**src/rtl/seg_capture_pkg.sv**
```systemverilog
// Shared constants for the seven-segment display capture block.
package seg_capture_pkg;

   localparam int PAT_W  = 7;
   localparam int DIGITS = 4;
   localparam int NIB_W  = 4;

   // Active-low {g,f,e,d,c,b,a} glyphs, indexed by the hex value they show.
   localparam logic [PAT_W-1:0] GLYPH [16] = '{
      7'h40, 7'h79, 7'h24, 7'h30, 7'h19, 7'h12, 7'h02, 7'h78,
      7'h00, 7'h10, 7'h08, 7'h03, 7'h46, 7'h21, 7'h06, 7'h0E
   };

   typedef struct packed {
      logic [NIB_W-1:0] nib;
      logic             dp;
      logic             err;
   } slot_t;

endpackage

```
**src/rtl/seg7_decode.sv**
```systemverilog
// Combinational segment-pattern to hex-nibble decoder; unknown patterns flag err.
module seg7_decode
   import seg_capture_pkg::*;
(
   input  logic [PAT_W-1:0] i_seg,
   output logic [NIB_W-1:0] o_nibble,
   output logic             o_err
);

   // Search the glyph table; no match leaves nibble 0 with the error bit set.
   always_comb begin
      o_nibble = '0;
      o_err    = 1'b1;
      for (int i = 0; i < 16; i++) begin
         if (i_seg == GLYPH[i]) begin
            o_nibble = NIB_W'(i);
            o_err    = 1'b0;
         end
      end
   end

endmodule

```
**src/rtl/seg_display_capture.sv**
```systemverilog
// Captures a multiplexed 4-digit seven-segment display into a 16-bit value.
module seg_display_capture
   import seg_capture_pkg::*;
#(
   parameter int STABLE_CYCLES  = 4,
   parameter int TIMEOUT_CYCLES = 1000000
) (
   input  logic        clk,
   input  logic        reset,
   input  logic [3:0]  an_in,
   input  logic [7:0]  seg_in,
   output logic [15:0] value,
   output logic [3:0]  dp_out,
   output logic        value_valid,
   output logic        frame_err,
   output logic        timeout
);

   localparam int STAB_W = $clog2(STABLE_CYCLES + 1);
   localparam int TO_W   = $clog2(TIMEOUT_CYCLES + 1);
   localparam logic [STAB_W-1:0] STAB_MAX = STAB_W'(STABLE_CYCLES);
   localparam logic [TO_W-1:0]   TO_MAX   = TO_W'(TIMEOUT_CYCLES);
   localparam logic [TO_W-1:0]   TO_LAST  = TO_W'(TIMEOUT_CYCLES - 1);

   logic [3:0]        r_an_s1, r_an_s2;
   logic [7:0]        r_seg_s1, r_seg_s2;
   logic [11:0]       r_prev;
   logic [STAB_W-1:0] r_stab;
   logic [TO_W-1:0]   r_to;
   logic [3:0]        r_seen;
   slot_t             r_slot [DIGITS];

   logic [3:0]        w_an_low;
   logic              w_active;
   logic [1:0]        w_idx;
   logic [11:0]       w_sample;
   logic              w_same;
   logic [STAB_W-1:0] w_stab_next;
   logic              w_capture;
   logic [NIB_W-1:0]  w_nib;
   logic              w_pat_err;
   logic              w_frame_done;
   logic              w_to_fire;
   logic [3:0]        w_seen_next;
   logic [15:0]       w_frame_value;
   logic [3:0]        w_frame_dp;
   logic              w_frame_err;

   seg7_decode u_decode (
      .i_seg    (r_seg_s2[PAT_W-1:0]),
      .o_nibble (w_nib),
      .o_err    (w_pat_err)
   );

   // Two-flop synchronizers for the asynchronous display lines.
   always_ff @(posedge clk or negedge reset) begin
      if (!reset) begin
         r_an_s1  <= '0;
         r_an_s2  <= '0;
         r_seg_s1 <= '0;
         r_seg_s2 <= '0;
      end else begin
         r_an_s1  <= an_in;
         r_an_s2  <= r_an_s1;
         r_seg_s1 <= seg_in;
         r_seg_s2 <= r_seg_s1;
      end
   end

   // Active digit detection, stability tracking and capture decision.
   always_comb begin
      w_an_low = ~r_an_s2;
      w_active = (w_an_low != 4'd0) && ((w_an_low & (w_an_low - 4'd1)) == 4'd0);
      w_idx    = 2'd0;
      for (int i = 0; i < DIGITS; i++) begin
         if (w_an_low[i]) w_idx = 2'(i);
      end
      w_sample = {r_an_s2, r_seg_s2};
      w_same   = (w_sample == r_prev) && (r_stab != '0);
      if (!w_active)             w_stab_next = '0;
      else if (!w_same)          w_stab_next = STAB_W'(1);
      else if (r_stab == STAB_MAX) w_stab_next = r_stab;
      else                       w_stab_next = r_stab + STAB_W'(1);
      // Saturated dwell means this sample was already captured.
      w_capture = w_active && (w_stab_next == STAB_MAX) &&
                  !(w_same && (r_stab == STAB_MAX));
   end

   // Frame completion, timeout and next seen mask; a capture beats the timeout.
   always_comb begin
      w_frame_done = (r_seen == 4'hF);
      w_to_fire    = (r_seen != 4'd0) && !w_frame_done && (r_to >= TO_LAST) && !w_capture;
      w_seen_next  = (w_frame_done || w_to_fire) ? 4'd0 : r_seen;
      if (w_capture) w_seen_next[w_idx] = 1'b1;
      w_frame_value = '0;
      w_frame_dp    = '0;
      w_frame_err   = 1'b0;
      for (int k = 0; k < DIGITS; k++) begin
         w_frame_value[4*k +: 4] = r_slot[k].nib;
         w_frame_dp[k]           = r_slot[k].dp;
         w_frame_err             = w_frame_err | r_slot[k].err;
      end
   end

   // Stability counter, slot storage, seen mask and inter-capture timer.
   always_ff @(posedge clk or negedge reset) begin
      if (!reset) begin
         r_prev <= '0;
         r_stab <= '0;
         r_to   <= '0;
         r_seen <= '0;
         for (int k = 0; k < DIGITS; k++) r_slot[k] <= '0;
      end else begin
         r_prev <= w_sample;
         r_stab <= w_stab_next;
         r_seen <= w_seen_next;
         if (w_frame_done || w_to_fire) begin
            for (int k = 0; k < DIGITS; k++) r_slot[k].err <= 1'b0;
         end
         if (w_capture) r_slot[w_idx] <= '{nib: w_nib, dp: ~r_seg_s2[7], err: w_pat_err};
         if (w_capture || w_frame_done || w_to_fire || (r_seen == 4'd0)) r_to <= '0;
         else if (r_to != TO_MAX)                                         r_to <= r_to + TO_W'(1);
      end
   end

   // Output registers: frame load on completion, single-cycle status pulses.
   always_ff @(posedge clk or negedge reset) begin
      if (!reset) begin
         value       <= '0;
         dp_out      <= '0;
         frame_err   <= 1'b0;
         value_valid <= 1'b0;
         timeout     <= 1'b0;
      end else begin
         value_valid <= w_frame_done;
         timeout     <= w_to_fire;
         if (w_frame_done) begin
            value     <= w_frame_value;
            dp_out    <= w_frame_dp;
            frame_err <= w_frame_err;
         end
      end
   end

endmodule

```
**config.mk**
```make
export PLATFORM = sky130hd
export DESIGN_NAME = seg_display_capture
export DESIGN_NICKNAME = d
export VERILOG_FILES = /design/src/rtl/seg_capture_pkg.sv /design/src/rtl/seg7_decode.sv /design/src/rtl/seg_display_capture.sv
export SDC_FILE = /design/constraint.sdc
export NUM_CORES = 1
export LEC_CHECK = 0
export ABC_AREA = 1
export BUFFER_PORTS_ARGS = -buffer_cell sky130_fd_sc_hd__buf_2
export CAP_MARGIN = 10
export CORE_AREA = 2 2 92 94
export CTS_BUF_LIST = sky130_fd_sc_hd__clkbuf_8
export DETAILED_ROUTE_END_ITERATION = 10
export DIE_AREA = 0 0 94 96
export PLACE_DENSITY = 0.77
export SYNTH_ARGS = -nofsm -noshare
export SYNTH_HDL_FRONTEND = slang
export SYNTH_SLANG_ARGS = --single-unit
```
**constraint.sdc**
```tcl
create_clock -name clk -period 2.2 [get_ports clk]
set_clock_uncertainty 0.2 [all_clocks]
set_input_delay 0.22 -clock clk [delete_from_list [all_inputs] [get_ports clk]]
set_output_delay 0.22 -clock clk [all_outputs]
set_load 0.1 [all_outputs]
```
==> qor.yml, run 1 <==
worstPathArrival_ps: 2350
yosysMostFrequentCell: "nand2_1"
clk_pin_slew_ps: 100
drv_cap: 0
cp_top_family: "simple AND/OR/NAND/NOR gates"
dpl_cell_area_mm2: 0.00506
ys_ff_latch: 110
netlist_area_mm2: 0.00469
cts-root-buf: "clkbuf_8"
final_util: 0.701
synthTopCellsByCount: "nand2_1 (164), dfrtp_1 (110), inv_1 (55)"
swShare: 0.219
clock_sinks: 110
path_class: "reg2reg"
die-height_um: 96
cp_slowest_cell: "dfrtp_1"
drtPass1Iterations: 4
irDropWorstVdd_mv: 0.454
p_int_mw: 2.88
netlist.area_leader.share: 0.586
cts_tree: "yes"
ys_async_sr_fraction: 1.00
seqPwrFrac: 0.564
drt.antenna.violating_nets: 0
grt.total_usage: 0.209
violations: "setup timing"
max_freq_mhz: 443
num_vias: 3591
worstPathCellList: "inv_2, ha_4, nand2_2, o21ai_1, nor2_1, nand2_1, nor2_4, nand3_2, nand2_2, inv_2, nand2_2, nand3b_1, buf_6, buf_12, nor3b_4"
ys_types: 33
synth-main-ff-cell: "dfrtp_1"
synth-edff-count: 0
fin_crit_sh: 1.03
insertion_delay_ps: 370
cp_max_fo: 5
power.density_mw_per_mm2: 655
die_w_um: 94
gp_congestion: 0.836
fin_ws_ps: -58.6
max_stage_delay_ps: 380
wirelength_um: 9180
p_comb_frac: 0.048
drive_above_1_share: 0.195
die_area_mm2: 0.00902
wl_per_cell_um: 13.1
cp-start-kind: "flop"
post_synth.cell_area_avg_um2: 9.01
start_util: 0.583
fin_nets: 607
worstMarginPinSlew_ps: 511
cts_made_buffers: 9
cts_max_level: 3
diodes: 0
total_switching_power_mw: 0.810
ios: 37
antenna_found_initial: 0
clockPowerShare: 0.389
routed_via_density: 5.14
timing.critical_path.buf_inv: 4
clockBufferDepth: 2
dp_cells: 663
grt_max_degree: 35
drc: 0
leakage_nw: 2.86
synth_top_area_cell: "dfrtp_1"
stdcell_area_mm2: 0.00564
grt_overflow_total: 0
first_global_vias: 3369
synthCells: 521
fin_setup_tns_ps: -296
crit_path_frequent_cell: "nand2_2"
ys_seq_area_frac: 0.586
synth_area_leaders: "dfrtp_1 (59%), nand2_1 (13%), inv_1 (4.4%)"
max_slew_margin: 0.656
rows: 33
finalCriticalPeriod_ps: 2260
dp_hpwl_um: 6110
instances_no_fill: 699
synth_nets: 539
grt_pass1_wl_um: 14700
hp-class: "in2async"
area_growth_pct: 20.2
crit_required_ps: 2290
yosysWarnings: 0
crit_path_end_kind: "flop"
drt-initial-drc-count: 160
slew_viol_final: 0
p_total_mw: 3.69
setup_violations: 11
port_buffers: 36
rsz0062_at_grt: "true"
core_mm2: 0.00805
hold_viol: 0
status: "complete, but fails checks"
-- metal layers --
layer | global-route usage | part of all wire | up-vias
met1 | 0.257 | 0.45 | 1722
met2 | 0.371 | 0.50 | 74
met4 | 0.0737 | 0.012 | 0
li1 | - | - | 1785
met5 | 0 | 0 | -
met3 | 0.0399 | 0.034 | 10
-- power groups by stage --
stage          sequential [mW]  combinational, mW  clock, mW
2_1_floorplan             2.12             0.0665          0
3_3_place_gp              2.12              0.143          0
6_report                  2.08              0.176       1.44
5_1_grt                   2.09              0.198       1.54
3_5_place_dp              2.12              0.148          0
4_1_cts                   2.08              0.167       1.46
-- logic make-up after synthesis --
kind of cell               count (synthesis)  share of synthesized area
xor gates and xnor gates                   7                     0.0131
adders and majority gates                  4                     0.0107
buffers and inverters                     76                     0.0664
and+or+nand+nor                          280                      0.275
AOI/OAI and AO/OA                         44                     0.0482
DFF                                      110                      0.586
-- layout make-up --
class                      count  area [um2]
sequential                   110        2750
fill                         591        2410
multi-input combinational    335        1740
timing repair buffer          67         524
inverter                      66         248
tap                          105         131
clock buffer                   9         124
clock inverter                 7         120
-- path summary, 6_finish.rpt --
check / start / endpoint / slack (ps) / cells past startpoint
worst max register to register: r_stab[0]$_DFF_PN0_ / r_to[18]$_DFFE_PN0P_ / -60 / 15
worst min-delay path: reset / frame_err$_DFFE_PN0P_ / 130 / 2
max in group asynchronous: reset / r_seg_s1[5]$_DFF_PN0_ / 1060 / 3
worst min register to register: r_an_s1[1]$_DFF_PN0_ / r_an_s2[1]$_DFF_PN0_ / 150 / 0
worst max-delay path: r_stab[0]$_DFF_PN0_ / r_to[18]$_DFFE_PN0P_ / -60 / 15
min in group clk: r_an_s1[1]$_DFF_PN0_ / r_an_s2[1]$_DFF_PN0_ / 150 / 0
-- cells in the final DEF, fill, tap and decap left out, types with 6 or more instances in the layout --
cell	instances
nand2_1	158
dfrtp_1	110
inv_1	54
nor2_1	41
buf_2	35
o21ai_1	31
nand3_1	19
inv_2	13
dlygate4sd3_1	13
buf_4	13
nor3_1	12
nand4_1	9
clkbuf_8	9
nor3_2	6
-- per-stage QoR --
stage | hold WS, ps | setup slack, ps
2_1_floorplan | -276 | 216
3_3_place_gp | -12.9 | 44.8
3_5_place_dp | -13.1 | -50.2
4_1_cts | 123 | -65.8
5_1_grt | 147 | -139
6_report | 127 | -58.6
-- worst register-to-register path, delay by kind of cell, from the launching register on --
family,cells,cell delay [ps]
compound gates,1,60
fa+ha+maj,1,160
buf+inv,4,390
flops,1,380
simple gates,9,990
-- repair_timing --
| action | 4_1_cts | 5_1_grt |
|---|---|---|
| endpoints found under the setup margin | 15 | 48 |
| buffers inserted | 0 | 5 |
| pin swaps | 0 | 13 |
| hold buffers | 13 | 0 |
| gates resized for setup | 0 | 27 |
| hold endpoints to repair | 98 | 0 |
| gates cloned | 0 | 2 |
-- state kept, by name (all words and copies together) (netlist names) --
name and count:
r_seen 4, r_stab 3, r_an_s2 4, r_to 20
r_prev 12, timeout 1, value_valid 1, r_seg_s2 8
r_an_s1 4, value 16, r_seg_s1 8, r_slot 24
dp_out 4, frame_err 1
(Power assumes the default switching activity.)
==> run 2, diff against run 1 <==
Settings changed: CORE_AREA 2 2 92 94 to 2 2 66 131, DIE_AREA 0 0 94 96 to 0 0 68 133, RECOVER_POWER set to 25, SYNTH_HIERARCHICAL set to 1.
==> run 2 against run 1 <==
  * The flow now finishes without violations
  * Clock power decreased by 7%
  * Core utilization down 0.95 points
  * Routed wire length increased by 3.0%
  * Sequential cell count unchanged
  * Combinational power rose by 9.7%
  * Critical endpoint is now r_slot[12]$_DFF_PN0_
  * Largest cell class unchanged
  * Largest power group unchanged
==> qor.yml, run 2 <==
status: "completed"
power.density_mw_per_mm2: 644
finalCriticalPeriod_ps: 2160
synthSimpleGateAreaFrac: 0.284
clk_pin_slew_ps: 100
ys_types: 32
core_mm2: 0.00812
die_w_um: 68
netlist_area_mm2: 0.00469
wl_per_cell_um: 13.2
start_util: 0.578
crit_path_frequent_cell: "nand2_1"
ys_seq_area_frac: 0.586
antenna_found_initial: 0
cts-root-buf: "clkbuf_8"
cp_top_family: "simple AND/OR/NAND/NOR gates"
synth_compound_area_frac: 0.0261
top_regs: "r_slot: 24 flops, r_to: 20 flops, value: 16 flops"
fin_nets: 630
slew_viol_final: 0
path_class: "reg2reg"
ys_ff_latch: 110
synth-edff-count: 0
grt_pass1_wl_um: 16000
grt_overflow_total: 0
gp_congestion: 0.927
cts_tree: "yes"
clock_sinks: 110
wirelength_um: 9460
synth-main-ff-cell: "dfrtp_1"
ys_async_sr_fraction: 1.00
crit_path_end_kind: "flop"
cp_max_fo: 8
grt.total_usage: 0.232
worstMarginPinSlew_ps: 491
regMostFlops: "r_slot"
worstPathArrival_ps: 2290
die-height_um: 133
mostFrequentLayoutCell: "nand2_1"
cts_made_buffers: 9
synth_top_family_by_area: "simple AND/OR/NAND/NOR gates"
irDropWorstVdd_mv: 0.550
die_area_mm2: 0.00904
muxShareOfSynthArea: 0
synthTopCellsByCount: "nand2_1 (188), dfrtp_1 (110), nor2_1 (60)"
netlist.area_leader.share: 0.586
port_buffers: 36
final_util: 0.691
routed_via_density: 5.14
clockBufferDepth: 2
synth_area_leaders: "dfrtp_1 (59%), nand2_1 (15%), nor2_1 (4.8%)"
synth_nets: 554
drc: 0
largest_reg_flops: 24
yosys.area_share.xor_xnor: 0.0354
synth_top_area_cell: "dfrtp_1"
diodes: 0
drtPass1Iterations: 5
rsz0062_at_grt: "true"
layout_common_cells: "nand2_1 (184), dfrtp_1 (107), nor2_1 (57), inv_1 (54), buf_2 (35)"
drt-initial-drc-count: 271
hp-class: "in2async"
dp_hpwl_um: 6330
fillers: 640
timing.critical_path.buf_inv: 1
max_slew_margin: 0.675
max_freq_mhz: 462
rows: 47
fin_crit_sh: 0.984
drv_cap: 0
synth-adder-area-share: 0.0107
drive_above_1_share: 0.183
cts_max_level: 3
crit_required_ps: 2330
stdcell_area_mm2: 0.00561
area_growth_pct: 19.5
yosysMostFrequentCell: "nand2_1"
post_synth.cell_area_avg_um2: 8.76
synthCells: 536
num_vias: 3676
drt.antenna.violating_nets: 0
leakage_nw: 2.93
yosysWarnings: 6
fin_ws_ps: 35.4
max_stage_delay_ps: 370
first_global_vias: 3556
setup_violations: 0
dpl_worst_slack_ps: -45.6
cp-start-kind: "flop"
worstPathCellList: "inv_1, ha_2, nand2_2, nand2_1, nor2_1, nand2_1, nor2_4, nand3_2, nor2_4, nand2_4, a21oi_4, nand3_1, nand2_1"
insertion_delay_ps: 380
cp_slowest_cell: "dfrtp_1"
hold_viol: 0
grt_max_degree: 41
ios: 37
dpl_cell_area_mm2: 0.00515
-- run 2: changes by cell type in the layout (fill, tap and decap cells not counted), moves of 6 or more --
cell / previous run / this run
nor2_1: 41 / 57
nor3_2: 6 / 0
buf_4: 13 / 21
nor3_1: 12 / 6
xor2_1: 4 / 11
o21ai_1: 31 / 4
inv_2: 13 / 5
nand2_1: 158 / 184
o21ai_0: 5 / 11
-- run 2: cell type report --
class                      count  area (um2)  share of cell area
sequential                   110        2760               0.491
multi-input combinational    357        1750               0.312
tap                           98         123              0.0219
clock buffer                   9         124              0.0221
inverter                      62         238              0.0424
clock inverter                 7        97.6              0.0174
timing repair buffer          72         523              0.0932
-- run 2: through the flow --
step	hold WS, ps	TNS (ps)	total power [mW]	cells
6_report	132	0	3.61	715
5_1_grt	165	-923	3.75	715
4_1_cts	137	-13.1	3.61	712
3_5_place_dp	6.12	-855	2.29	682
3_3_place_gp	2.99	0	2.28	682
2_1_floorplan	-276	0	2.19	536
-- run 2: logic make-up (layout without fill, tap and decap cells) --
kind of cell,count (synthesis),in the layout
fa+ha+maj,4,4
flops,110,110
compound gates,21,21
simple gates,313,313
buf+inv,69,150
xor+xnor,19,19
-- run 2: path summary, 6_finish.rpt --
kind,startpoint,to,cells past startpoint,slack (ps)
max,r_stab[1]$_DFF_PN0_,r_slot[12]$_DFF_PN0_,13,40
min,reset,r_an_s2[1]$_DFF_PN0_,2,130
max reg2reg,r_stab[1]$_DFF_PN0_,r_slot[12]$_DFF_PN0_,13,40
min reg2reg,r_seg_s1[0]$_DFF_PN0_,r_seg_s2[0]$_DFF_PN0_,0,160
max in group asynchronous,reset,r_an_s2[3]$_DFF_PN0_,3,1100
min in group clk,r_seg_s1[0]$_DFF_PN0_,r_seg_s2[0]$_DFF_PN0_,0,160
-- run 2: what timing repair did --
item	in CTS	in global routing
pin swaps	2	13
hold buffers	13	0
endpoints found under the setup margin	30	47
buffers inserted	1	3
hold endpoints to repair	122	0
resized for setup	3	25
-- run 2: routing by layer --
metal,up-vias,GRT usage,wire (um)
met5,-,0,0
met4,0,0.0967,143
met3,12,0.0357,399
met2,110,0.365,4850
met1,1749,0.317,4060
li1,1805,-,-
-- run 2: where the power goes --
group,internal (mW),switching [mW],leakage (nW)
registers,2.06,0.0251,1.45
clock network,0.645,0.694,0.106
logic,0.0751,0.118,1.37
-- run 2: worst reg2reg max path: stages (launching register included) --
cell and delay, ps:
dfrtp_1 370, inv_1 50, ha_2 190, nand2_2 70
nand2_1 50, nor2_1 70, nand2_1 80, nor2_4 130
nand3_2 110, nor2_4 190, nand2_4 110, a21oi_4 290
nand3_1 120, nand2_1 80
